[src/rtl/dsp_pkg.sv]
// -----------------------------------------------------------------------------
// dsp_pkg
// Shared definitions for the uDSP I/O data-memory segment:
//   DSP_DWW, DSP_OFFSET_WIDTH : default data word and segment offset widths
//   io_state_t                : frame state (idle / frame in progress)
//   sat_inc                   : saturating increment used by the frame counter
// -----------------------------------------------------------------------------
package dsp_pkg;

    localparam int DSP_DWW          = 36;
    localparam int DSP_OFFSET_WIDTH = 8;

    typedef enum logic {
        IO_IDLE = 1'b0,
        IO_RUN  = 1'b1
    } io_state_t;

    // Width-agnostic: the caller zero-extends its counter to 32 bits and
    // passes the all-ones value of its own width as the ceiling.
    function automatic int unsigned sat_inc(input int unsigned value,
                                            input int unsigned maxValue);
        return (value >= maxValue) ? maxValue : value + 1;
    endfunction

endpackage

[src/rtl/dsp_io_segment_if.sv]
// -----------------------------------------------------------------------------
// dsp_io_segment_if
// memCtl-side data-segment bus of the I/O segment.
//   readAddress  : segment read offset
//   readData     : read data, returned one cycle after readAddress
//   writeAddress : segment write offset
//   writeData    : write data
//   writeEnable  : write strobe
// Modports: master = memCtl, slave = the segment.
// -----------------------------------------------------------------------------
interface dsp_io_segment_if
    import dsp_pkg::*;
#(
    parameter int DWW         = DSP_DWW,
    parameter int OffsetWidth = DSP_OFFSET_WIDTH
) ();

    logic [OffsetWidth-1:0] readAddress;
    logic [DWW-1:0]         readData;
    logic [OffsetWidth-1:0] writeAddress;
    logic [DWW-1:0]         writeData;
    logic                   writeEnable;

    modport master (
        output readAddress,
        output writeAddress,
        output writeData,
        output writeEnable,
        input  readData
    );

    modport slave (
        input  readAddress,
        input  writeAddress,
        input  writeData,
        input  writeEnable,
        output readData
    );

endinterface

[src/rtl/dsp_io_segment.sv]
// -----------------------------------------------------------------------------
// dsp_io_segment
// NCHAN-channel I/O data segment for the uDSP core.
//   - Input samples are snapshotted into an input bank on every start pulse;
//     the core reads that bank through the segment bus (1-cycle latency).
//   - The core writes results into a staging bank; at frame end the whole
//     bank is copied to the outputs at once and out_valid pulses.
//   - Tracks frame length (saturating) and flags frame overrun.
// Ports:
//   clk, reset_n     : clock, asynchronous active-low reset
//   start            : frame start pulse
//   frame_done       : program finished for this frame (pulse)
//   inputs           : live input samples, NCHAN x DWW
//   outputs          : committed output samples, NCHAN x DWW
//   out_valid        : pulse in the cycle a new commit first appears
//   bus              : memCtl segment bus (read/write offsets and data)
//   busy             : frame in progress
//   overrun          : sticky, start seen before frame_done
//   clear_overrun    : clears overrun (a simultaneous set wins)
//   frame_cycles     : length of the last committed frame, saturating
// -----------------------------------------------------------------------------
module dsp_io_segment
    import dsp_pkg::*;
#(
    parameter int DWW         = DSP_DWW,
    parameter int OffsetWidth = DSP_OFFSET_WIDTH,
    parameter int NCHAN       = 8,
    parameter int CW          = 16
) (
    input  logic                      clk,
    input  logic                      reset_n,
    input  logic                      start,
    input  logic                      frame_done,
    input  logic [NCHAN-1:0][DWW-1:0] inputs,
    output logic [NCHAN-1:0][DWW-1:0] outputs,
    output logic                      out_valid,
    dsp_io_segment_if.slave           bus,
    output logic                      busy,
    output logic                      overrun,
    input  logic                      clear_overrun,
    output logic [CW-1:0]             frame_cycles
);

    localparam int unsigned CntMax = 32'({CW{1'b1}});

    io_state_t                 state;
    logic [NCHAN-1:0][DWW-1:0] staging;
    logic [NCHAN-1:0][DWW-1:0] stagingNext;
    logic [NCHAN-1:0][DWW-1:0] inputBank;
    logic [DWW-1:0]            readNext;
    logic [CW-1:0]             cnt;
    logic                      commit;
    logic                      overrunSet;

    assign commit     = (state == IO_RUN) && frame_done;
    assign overrunSet = (state == IO_RUN) && start && !frame_done;

    // Staging bank with this cycle's write applied, so a write landing in
    // the frame_done cycle is part of the commit. Offsets at or beyond NCHAN
    // match no channel and are dropped.
    always_comb begin
        stagingNext = staging;
        for (int k = 0; k < NCHAN; k++) begin
            if (bus.writeEnable && (bus.writeAddress == OffsetWidth'(k))) begin
                stagingNext[k] = bus.writeData;
            end
        end
    end

    // Offsets at or beyond NCHAN read as zero instead of aliasing.
    always_comb begin
        readNext = '0;
        for (int k = 0; k < NCHAN; k++) begin
            if (bus.readAddress == OffsetWidth'(k)) begin
                readNext = inputBank[k];
            end
        end
    end

    always_ff @(posedge clk or negedge reset_n) begin
        if (!reset_n) begin
            state        <= IO_IDLE;
            busy         <= 1'b0;
            overrun      <= 1'b0;
            out_valid    <= 1'b0;
            cnt          <= '0;
            frame_cycles <= '0;
            staging      <= '0;
            inputBank    <= '0;
            outputs      <= '0;
            bus.readData <= '0;
        end else begin
            staging      <= stagingNext;
            // readNext uses the bank before any capture in this same cycle.
            bus.readData <= readNext;
            out_valid    <= commit;

            if (start) begin
                inputBank <= inputs;
            end

            if (commit) begin
                outputs      <= stagingNext;
                frame_cycles <= cnt;
            end

            if (overrunSet) begin
                overrun <= 1'b1;
            end else if (clear_overrun) begin
                overrun <= 1'b0;
            end

            case (state)
                IO_IDLE: begin
                    if (start) begin
                        state <= IO_RUN;
                        busy  <= 1'b1;
                        cnt   <= CW'(1);
                    end
                end
                IO_RUN: begin
                    if (start) begin
                        // New frame begins whether or not the old one committed.
                        cnt <= CW'(1);
                    end else begin
                        cnt <= CW'(sat_inc(32'(cnt), CntMax));
                        if (frame_done) begin
                            state <= IO_IDLE;
                            busy  <= 1'b0;
                        end
                    end
                end
            endcase
        end
    end

endmodule

[src/flat_wrapper.sv]
// flat-port wrapper written by rule: the top's interface ports become plain ports
module dsp_io_segment_flat import dsp_pkg::*;
#(
    parameter int DWW         = DSP_DWW,
    parameter int OffsetWidth = DSP_OFFSET_WIDTH,
    parameter int NCHAN       = 8,
    parameter int CW          = 16
)
  (clk, reset_n, start, frame_done, inputs, outputs, out_valid, busy, overrun, clear_overrun, frame_cycles, bus_readAddress, bus_writeAddress, bus_writeData, bus_writeEnable, bus_readData);
  dsp_io_segment_if #(.DWW(DWW), .OffsetWidth(OffsetWidth)) bus_i ();
  input  logic clk;
  input  logic reset_n;
  input  logic start;
  input  logic frame_done;
  input  logic [NCHAN-1:0][DWW-1:0] inputs;
  output logic [NCHAN-1:0][DWW-1:0] outputs;
  output logic out_valid;
  output logic busy;
  output logic overrun;
  input  logic clear_overrun;
  output logic [CW-1:0] frame_cycles;
  input wire logic [$bits(bus_i.readAddress)-1:0] bus_readAddress;
  input wire logic [$bits(bus_i.writeAddress)-1:0] bus_writeAddress;
  input wire logic [$bits(bus_i.writeData)-1:0] bus_writeData;
  input wire logic [$bits(bus_i.writeEnable)-1:0] bus_writeEnable;
  output wire logic [$bits(bus_i.readData)-1:0] bus_readData;
  assign bus_i.readAddress = bus_readAddress;
  assign bus_i.writeAddress = bus_writeAddress;
  assign bus_i.writeData = bus_writeData;
  assign bus_i.writeEnable = bus_writeEnable;
  assign bus_readData = bus_i.readData;
  dsp_io_segment #(.DWW(DWW), .OffsetWidth(OffsetWidth), .NCHAN(NCHAN), .CW(CW)) u_core (.clk(clk), .reset_n(reset_n), .start(start), .frame_done(frame_done), .inputs(inputs), .outputs(outputs), .out_valid(out_valid), .bus(bus_i), .busy(busy), .overrun(overrun), .clear_overrun(clear_overrun), .frame_cycles(frame_cycles));
endmodule
[config.mk]
export PLATFORM = sky130hd
export DESIGN_NAME = dsp_io_segment_flat
export DESIGN_NICKNAME = d
export VERILOG_FILES = /design/src/rtl/dsp_pkg.sv /design/src/rtl/dsp_io_segment_if.sv /design/src/rtl/dsp_io_segment.sv /design/src/flat_wrapper.sv
export SDC_FILE = /design/constraint.sdc
export NUM_CORES = 1
export LEC_CHECK = 0
export ABC_AREA = 1
export ABC_CLOCK_PERIOD_IN_PS = 4800
export CAP_MARGIN = 20
export CORE_MARGIN = 5
export CORE_UTILIZATION = 50
export DETAILED_ROUTE_END_ITERATION = 10
export PLACE_DENSITY = 0.85
export RECOVER_POWER = 50
export SKIP_LAST_GASP = 1
export SYNTH_ARGS = -nofsm -noshare
export SYNTH_HDL_FRONTEND = slang
export SYNTH_SLANG_ARGS = --single-unit
[constraint.sdc]
create_clock -name clk -period 4.8 [get_ports clk]
set_input_delay 1.44 -clock clk [delete_from_list [all_inputs] [get_ports clk]]
set_output_delay 1.44 -clock clk [all_outputs]
set_load 0.05 [all_outputs]
==> results of run 1 <==
==> critical path, cell delays in order <==
cell      delay (ns)
clkbuf_2        1.40
inv_6           0.77
buf_12          0.47
nand2_1         0.14
nand2_1         0.06
==> Yosys cell counts <==
master / number / area share
o21ai_0: 153 / 0.021
o32ai_1: 1 / 0.00024
o221ai_1: 1 / 0.00024
buf_6: 1 / 0.00031
nand4_1: 9 / 0.0016
nand2_2: 9 / 0.0016
o2111ai_1: 53 / 0.013
clkbuf_1: 134 / 0.014
xor2_1: 9 / 0.0022
o22ai_1: 2 / 0.00035
o21ai_1: 262 / 0.036
nand3_1: 15 / 0.0021
nor4_4: 2 / 0.0012
nor3_1: 5 / 0.00069
ha_1: 1 / 0.00035
a221oi_1: 2 / 0.00048
buf_2: 52 / 0.0072
nor3_2: 3 / 0.00083
inv_1: 169 / 0.018
a21oi_1: 46 / 0.0064
a31oi_1: 1 / 0.00017
inv_2: 1 / 0.00010
buf_1: 20 / 0.0021
nor2_1: 26 / 0.0027
dfrtp_1: 936 / 0.65
nor2_2: 3 / 0.00052
o211ai_1: 6 / 0.0012
nand2_1: 2082 / 0.22
buf_4: 3 / 0.00062
o21ai_2: 10 / 0.0024
==> logic make-up after synthesis <==
group	Yosys count	synth area share
AOI/OAI and AO/OA	537	0.0817
xor gates and xnor gates	9	0.00218
adders and majority gates	1	0.000346
buffers and inverters	380	0.0417
DFF	936	0.647
and+or+nand+nor	2154	0.227
==> where the power goes <==
part | internal (mW) | total [mW] | switching, mW
Clock | 4.52 | 7.72 | 3.20
Sequential | 8.38 | 8.66 | 0.281
Combinational | 0.775 | 2.32 | 1.55
Total | 13.7 | 18.7 | 5.03
==> per-layer routing <==
layer	vias up	track usage
met1	15100	0.378
met4	8	0.202
met5	-	0
met3	425	0.0773
li1	13900	-
met2	1786	0.498
==> cell usage in the layout (no fill, tap or decap), drive strengths merged <==
| master | synthesis | layout |
|---|---|---|
| a221oi | 2 | 2 |
| clkbuf | 134 | 147 |
| a31oi | 1 | 1 |
| bufinv | 0 | 7 |
| buf | 76 | 57 |
| inv | 170 | 174 |
| xor2 | 9 | 9 |
| o211ai | 6 | 6 |
| nand4 | 9 | 9 |
| nor4 | 2 | 2 |
| o21ai | 425 | 425 |
| nor2 | 29 | 29 |
| o221ai | 1 | 1 |
| clkinvlp | 0 | 3 |
| dlygate4sd3 | 0 | 1 |
| clkinv | 0 | 23 |
| ha | 1 | 1 |
| clkdlybuf4s50 | 0 | 685 |
| o2111ai | 53 | 53 |
| o22ai | 2 | 2 |
| a21oi | 46 | 46 |
| dfrtp | 936 | 936 |
| o32ai | 1 | 1 |
| nand2 | 2091 | 2091 |
| diode | 0 | 5 |
| nor3 | 8 | 8 |
| nand3 | 15 | 15 |
==> how the worst max path moves through the flow <==
stage / start / to / slack, ns
final: start / u_core.inputBank[261] / 0.85
after global routing: reset_n / u_core.inputBank[220] / 0.66
after CTS: bus_readAddress[3] / u_core.bus.readData[14] / 1.21
after detailed placement: bus_readAddress[3] / u_core.bus.readData[14] / 0.57
after global placement: bus_readAddress[3] / u_core.bus.readData[11] / 0.53
after floorplan: bus_readAddress[7] / u_core.bus.readData[20] / 2.13
==> sequential cells by signal, indices dropped and copies added, names as in the netlist <==
register	count
u_core.out_valid	1
u_core.state	1
u_core.outputs	288
u_core.frame_cycles	16
u_core.busy	1
u_core.cnt	16
u_core.bus.readData	36
u_core.overrun	1
u_core.staging	288
u_core.inputBank	288
==> stage by stage <==
step           hold slack [ns]  power, mW
2_1_floorplan            0.437       9.88
3_3_place_gp             0.450       11.0
6_report                 0.467       18.7
4_1_cts                  0.471       18.8
5_1_grt                  0.487       19.3
3_5_place_dp             0.457       11.1
==> final cells by class <==
cell class	count	area, sq um	share of cell area
multi-input cells	2701	11300	0.238
repair buffers	750	7590	0.160
inverters	170	651	0.0137
well taps	950	1190	0.0250
clock inverters	37	474	0.00999
clock buffers	140	2850	0.0600
flip-flops and latches	936	23400	0.494
diodes	5	12.5	0.000264
==> results.py, run 1 <==
metrics = {
    "drt": {
        "route.vias.total": 31200,
        "wirelength_microns": 124000,
        "antenna_left": 0,
        "highest_layer": "met5",
        "vias_per_cell": 5.48,
        "wl_met3_microns": 11500,
        "wl_per_cell_microns": 21.7,
        "firstDrtPassIters": 7,
        "wl_met1_microns": 44600,
        "drc": 0,
        "wl_met2_microns": 57700,
        "drtIter0Drc": 3394,
    },
    "sta": {
        "maxSlewViolCount": 180,
        "tns_ns": 0,
        "timing_hold_violations_final": 0,
        "setup_viol": 0,
        "clock_skew_ns": 0.0378,
        "slew_headroom": -1.11,
        "fin_ws_ns": 0.848,
        "worst_pin_slew_ns": 3.16,
        "min_period_ns": 3.95,
        "max_freq_mhz": 253,
        "rsz0062_at_grt": "false",
        "fin_crit_sh": 0.823,
    },
    "clocking": {
        "h-tree-depth": 3,
        "cts_buffers": 96,
        "cts_buffer_depth": 3,
        "cts_tree": "built",
        "clk_latency_ns": 0.66,
        "postCtsSetupBuffers": 0,
        "cts-root-buf": "clkbuf_16",
        "cts_sinks": 936,
        "hold_buffers": 0,
        "post_cts_resized": 0,
        "path_clk_slew_ns": 0.06,
    },
    "hold_path": {
        "whs_endpoint": "u_core.staging[281]",
        "hp-start": "u_core.staging[281]",
        "hold_depth": 2,
        "min_path_type": "reg2reg",
    },
    "global_routing": {
        "antenna_found_initial": 9,
        "gr-usage-all-layers": 0.311,
        "first_global_vias": 31200,
        "grt_max_degree": 158,
        "grt_first_pass_wirelength_microns": 186000,
        "overflow": 0,
    },
    "placement": {
        "gp_congestion": 0.946,
        "place_ws_ns": 0.573,
        "place_inst": 5507,
        "dp_hpwl_microns": 85300,
        "port_buffers": 688,
        "placed_cell_area_sq_um": 44200,
    },
    "floorplanning": {
        "die_area_sq_um": 77900,
        "die_w_microns": 279,
        "initial_utilization": 0.506,
        "core_sq_um": 71600,
        "num_io_pins": 689,
        "die_h_microns": 279,
        "rows": 98,
    },
    "power_and_ir_drop": {
        "p_leak_nw": 23.6,
        "peakVddDrop_mv": 0.268,
        "p_per_area_nw_per_um2": 394,
    },
    "worst_setup_path": {
        "crit_arrival_ns": 4.47,
        "r2r_setup_slack_ns": 2.00,
        "reg2reg_depth": 5,
        "r2r-start": "u_core.state",
        "cp.required_ns": 5.32,
        "cp-end-kind": "flip-flop",
        "cp_max_fo": 126,
        "critPathLaunchType": "input port",
        "reg2reg_to": "u_core.outputs[195]",
        "setup.worst_path.class": "in2reg",
    },
    "cells_and_area": {
        "fillers": 5303,
        "nets": 5002,
        "syn_to_final_growth_pct": 31.1,
        "drive_above_1_share": 0.0528,
        "fin_cells": 5689,
        "fin_area_sq_um": 47500,
        "fin_util": 0.663,
    },
    "synthesis": {
        "seq_area_frac_synth": 0.647,
        "synth.cell_area_sq_um": 36200,
        "synth-warning-count": 0,
        "synth_cell_types": 30,
        "synth_seq_cells": 936,
        "synthCells": 4017,
        "synth.avg_cell_area_sq_um": 9.01,
        "synth_nets": 4364,
    },
    "flow_run": {
        "drv_cap": 2,
    },
    "run_status": {
        "violations": "capacitance limit, slew limit",
        "status": "finished, violations left",
    },
}
Power figures use the tool's default switching activity.
==> run 2: changes to the inputs <==
--- a/config.mk
+++ b/config.mk
@@ -6,7 +6,7 @@
 export NUM_CORES = 1
 export LEC_CHECK = 0
 export ABC_AREA = 1
-export ABC_CLOCK_PERIOD_IN_PS = 4800
+export ABC_CLOCK_PERIOD_IN_PS = 3970
 export CAP_MARGIN = 20
 export CORE_MARGIN = 5
 export CORE_UTILIZATION = 50
==> constraint.sdc (replaced) <==
create_clock -name clk -period 3.97 [get_ports clk]
set_input_delay 1.191 -clock clk [delete_from_list [all_inputs] [get_ports clk]]
set_output_delay 1.191 -clock clk [all_outputs]
set_load 0.05 [all_outputs]
==> run 2 against run 1 <==
  * Cell area about the same
  * Final cell count increased by 0.14%
  * Power increased by 20%
  * Largest power group unchanged
  * Critical path type unchanged
  * Via count increased by 0.21%
  * Critical path depth decreased by 2
  * Worst setup slack got worse by 0.28 ns
  * Sequential share of layout area about the same
  * Global-route usage decreased by 0.095 points
  * Count of clock-buffer cells in the layout decreased by 7
  * The run still ends with capacitance limit, slew limit left
  * Clock power increased by 18%
  * Combinational power increased by 22%
  * Clock skew increased by 0.00089 ns
==> results.py, run 2 (synthesized netlist as in run 1, its figures left out) <==
metrics = {
    "cells_and_area": {
        "final_cell_mix": "2082 x nand2_1, 936 x dfrtp_1, 685 x clkdlybuf4s50_1",
        "syn_to_final_growth_pct": 31.2,
        "top_regs": "u_core.inputBank: 288 flops, u_core.outputs: 288 flops, u_core.staging: 288 flops",
        "drive_above_1_share": 0.0542,
        "nets": 5014,
        "fillers": 5259,
        "fin_util": 0.663,
        "layout_commonest_cell": "nand2_1",
    },
    "drt": {
        "route.vias.total": 31300,
        "drtIter0Drc": 3354,
        "wl_per_cell_microns": 21.6,
        "vias_per_cell": 5.49,
        "drc": 0,
        "firstDrtPassIters": 6,
        "wirelength_microns": 123000,
        "antenna_left": 0,
    },
    "floorplanning": {
        "die_w_microns": 279,
        "die_h_microns": 279,
        "core_sq_um": 71600,
        "num_io_pins": 689,
        "initial_utilization": 0.506,
        "die_area_sq_um": 77900,
        "rows": 98,
    },
    "power_and_ir_drop": {
        "comb_power_share": 0.126,
        "p_per_area_nw_per_um2": 471,
        "p_leak_nw": 23.6,
        "peakVddDrop_mv": 0.323,
        "power_frac_clock": 0.406,
        "power.internal_mw": 16.3,
        "p_sw_mw": 6.04,
        "power_frac_seq": 0.468,
        "p_sw_frac": 0.270,
    },
    "clocking": {
        "path_clk_slew_ns": 0.06,
        "h-tree-depth": 3,
        "cts_buffer_depth": 3,
        "cts_sinks": 936,
        "cts-root-buf": "clkbuf_16",
        "cts_buffers": 93,
        "cts_tree": "built",
        "clk_latency_ns": 0.67,
        "postCtsSetupBuffers": 0,
        "post_cts_resized": 0,
        "hold_buffers": 0,
    },
    "flow_run": {
        "drv_cap": 2,
    },
    "sta": {
        "max_freq_mhz": 294,
        "rsz0062_at_grt": "false",
        "fin_ws_ns": 0.564,
        "min_period_ns": 3.41,
        "fin_crit_sh": 0.858,
        "maxSlewViolCount": 165,
        "slew_headroom": -0.779,
        "timing_hold_violations_final": 0,
        "worst_pin_slew_ns": 2.67,
        "setup_viol": 0,
        "tns_ns": 0,
        "clock_skew_ns": 0.0387,
    },
    "global_routing": {
        "gr-usage-all-layers": 0.310,
        "antenna_found_initial": 7,
        "grt_max_degree": 98,
        "overflow": 0,
        "grt_first_pass_wirelength_microns": 187000,
        "first_global_vias": 31400,
    },
    "worst_setup_path": {
        "cp_max_fo": 97,
        "setup.worst_path.class": "in2reg",
        "crit_arrival_ns": 3.89,
        "reg2reg_depth": 11,
        "critPathLaunchType": "input port",
        "cp-end-kind": "flip-flop",
        "cp.required_ns": 4.45,
    },
    "placement": {
        "place_ws_ns": 0.424,
        "gp_congestion": 0.902,
        "dp_hpwl_microns": 85300,
        "port_buffers": 688,
    },
    "run_status": {
        "violations": "capacitance limit, slew limit",
        "status": "finished, violations left",
    },
    "hold_path": {
        "min_path_type": "reg2reg",
        "hold_depth": 2,
    },
}
## run 2: routing by layer
| metal | up-vias | share of wire | track usage |
|---|---|---|---|
| met1 | 15100 | 0.37 | 0.386 |
| met2 | 1778 | 0.46 | 0.494 |
| met3 | 419 | 0.090 | 0.0661 |
| li1 | 13900 | - | - |
| met5 | - | 0.00011 | 0 |
| met4 | 2 | 0.080 | 0.203 |
## run 2: cell type report
| cell class | count | area, sq um | area share |
|---|---|---|---|
| flip-flops and latches | 936 | 23400 | 0.493 |
| inverters | 170 | 651 | 0.0137 |
| well taps | 950 | 1190 | 0.0250 |
| clock buffers | 133 | 2720 | 0.0572 |
| clock inverters | 36 | 472 | 0.00993 |
| multi-input cells | 2701 | 11300 | 0.237 |
| repair buffers | 765 | 7750 | 0.163 |
| diodes | 6 | 15.0 | 0.000316 |
## run 2: through the flow
stage	area [sq um]	total power, mW	cells	hold WS [ns]
floorplan	36200	12.0	4017	0.437
global placement	44400	13.3	5522	0.452
detailed placement	44400	13.4	5522	0.457
CTS	47500	22.4	5691	0.473
global route	47500	23.1	5697	0.480
finish	47500	22.4	5697	0.469
## run 2: power groups by stage
stage	registers (mW)	clock network (mW)	logic (mW)
after floorplan	11.2	0	0.768
after global placement	10.6	0	2.74
after detailed placement	10.6	0	2.79
after CTS	10.5	9.15	2.82
after global routing	10.5	9.55	3.02
final	10.5	9.08	2.82
## run 2: worst max-delay path: stages
cell,delay [ns]
clkbuf_2,1.27
clkbuf_4,1.06
o21ai_0,0.24
## run 2: worst paths after layout
kind / to / slack [ns] / from
max: u_core.inputBank[210] / 0.56 / start
min: u_core.staging[273] / 0.47 / u_core.staging[273]
max reg2reg: u_core.cnt[13] / 1.46 / u_core.cnt[0]
min reg2reg: u_core.staging[273] / 0.47 / u_core.staging[273]
max in group asynchronous: u_core.inputBank[259] / 0.76 / reset_n
min in group asynchronous: u_core.staging[205] / 1.34 / reset_n
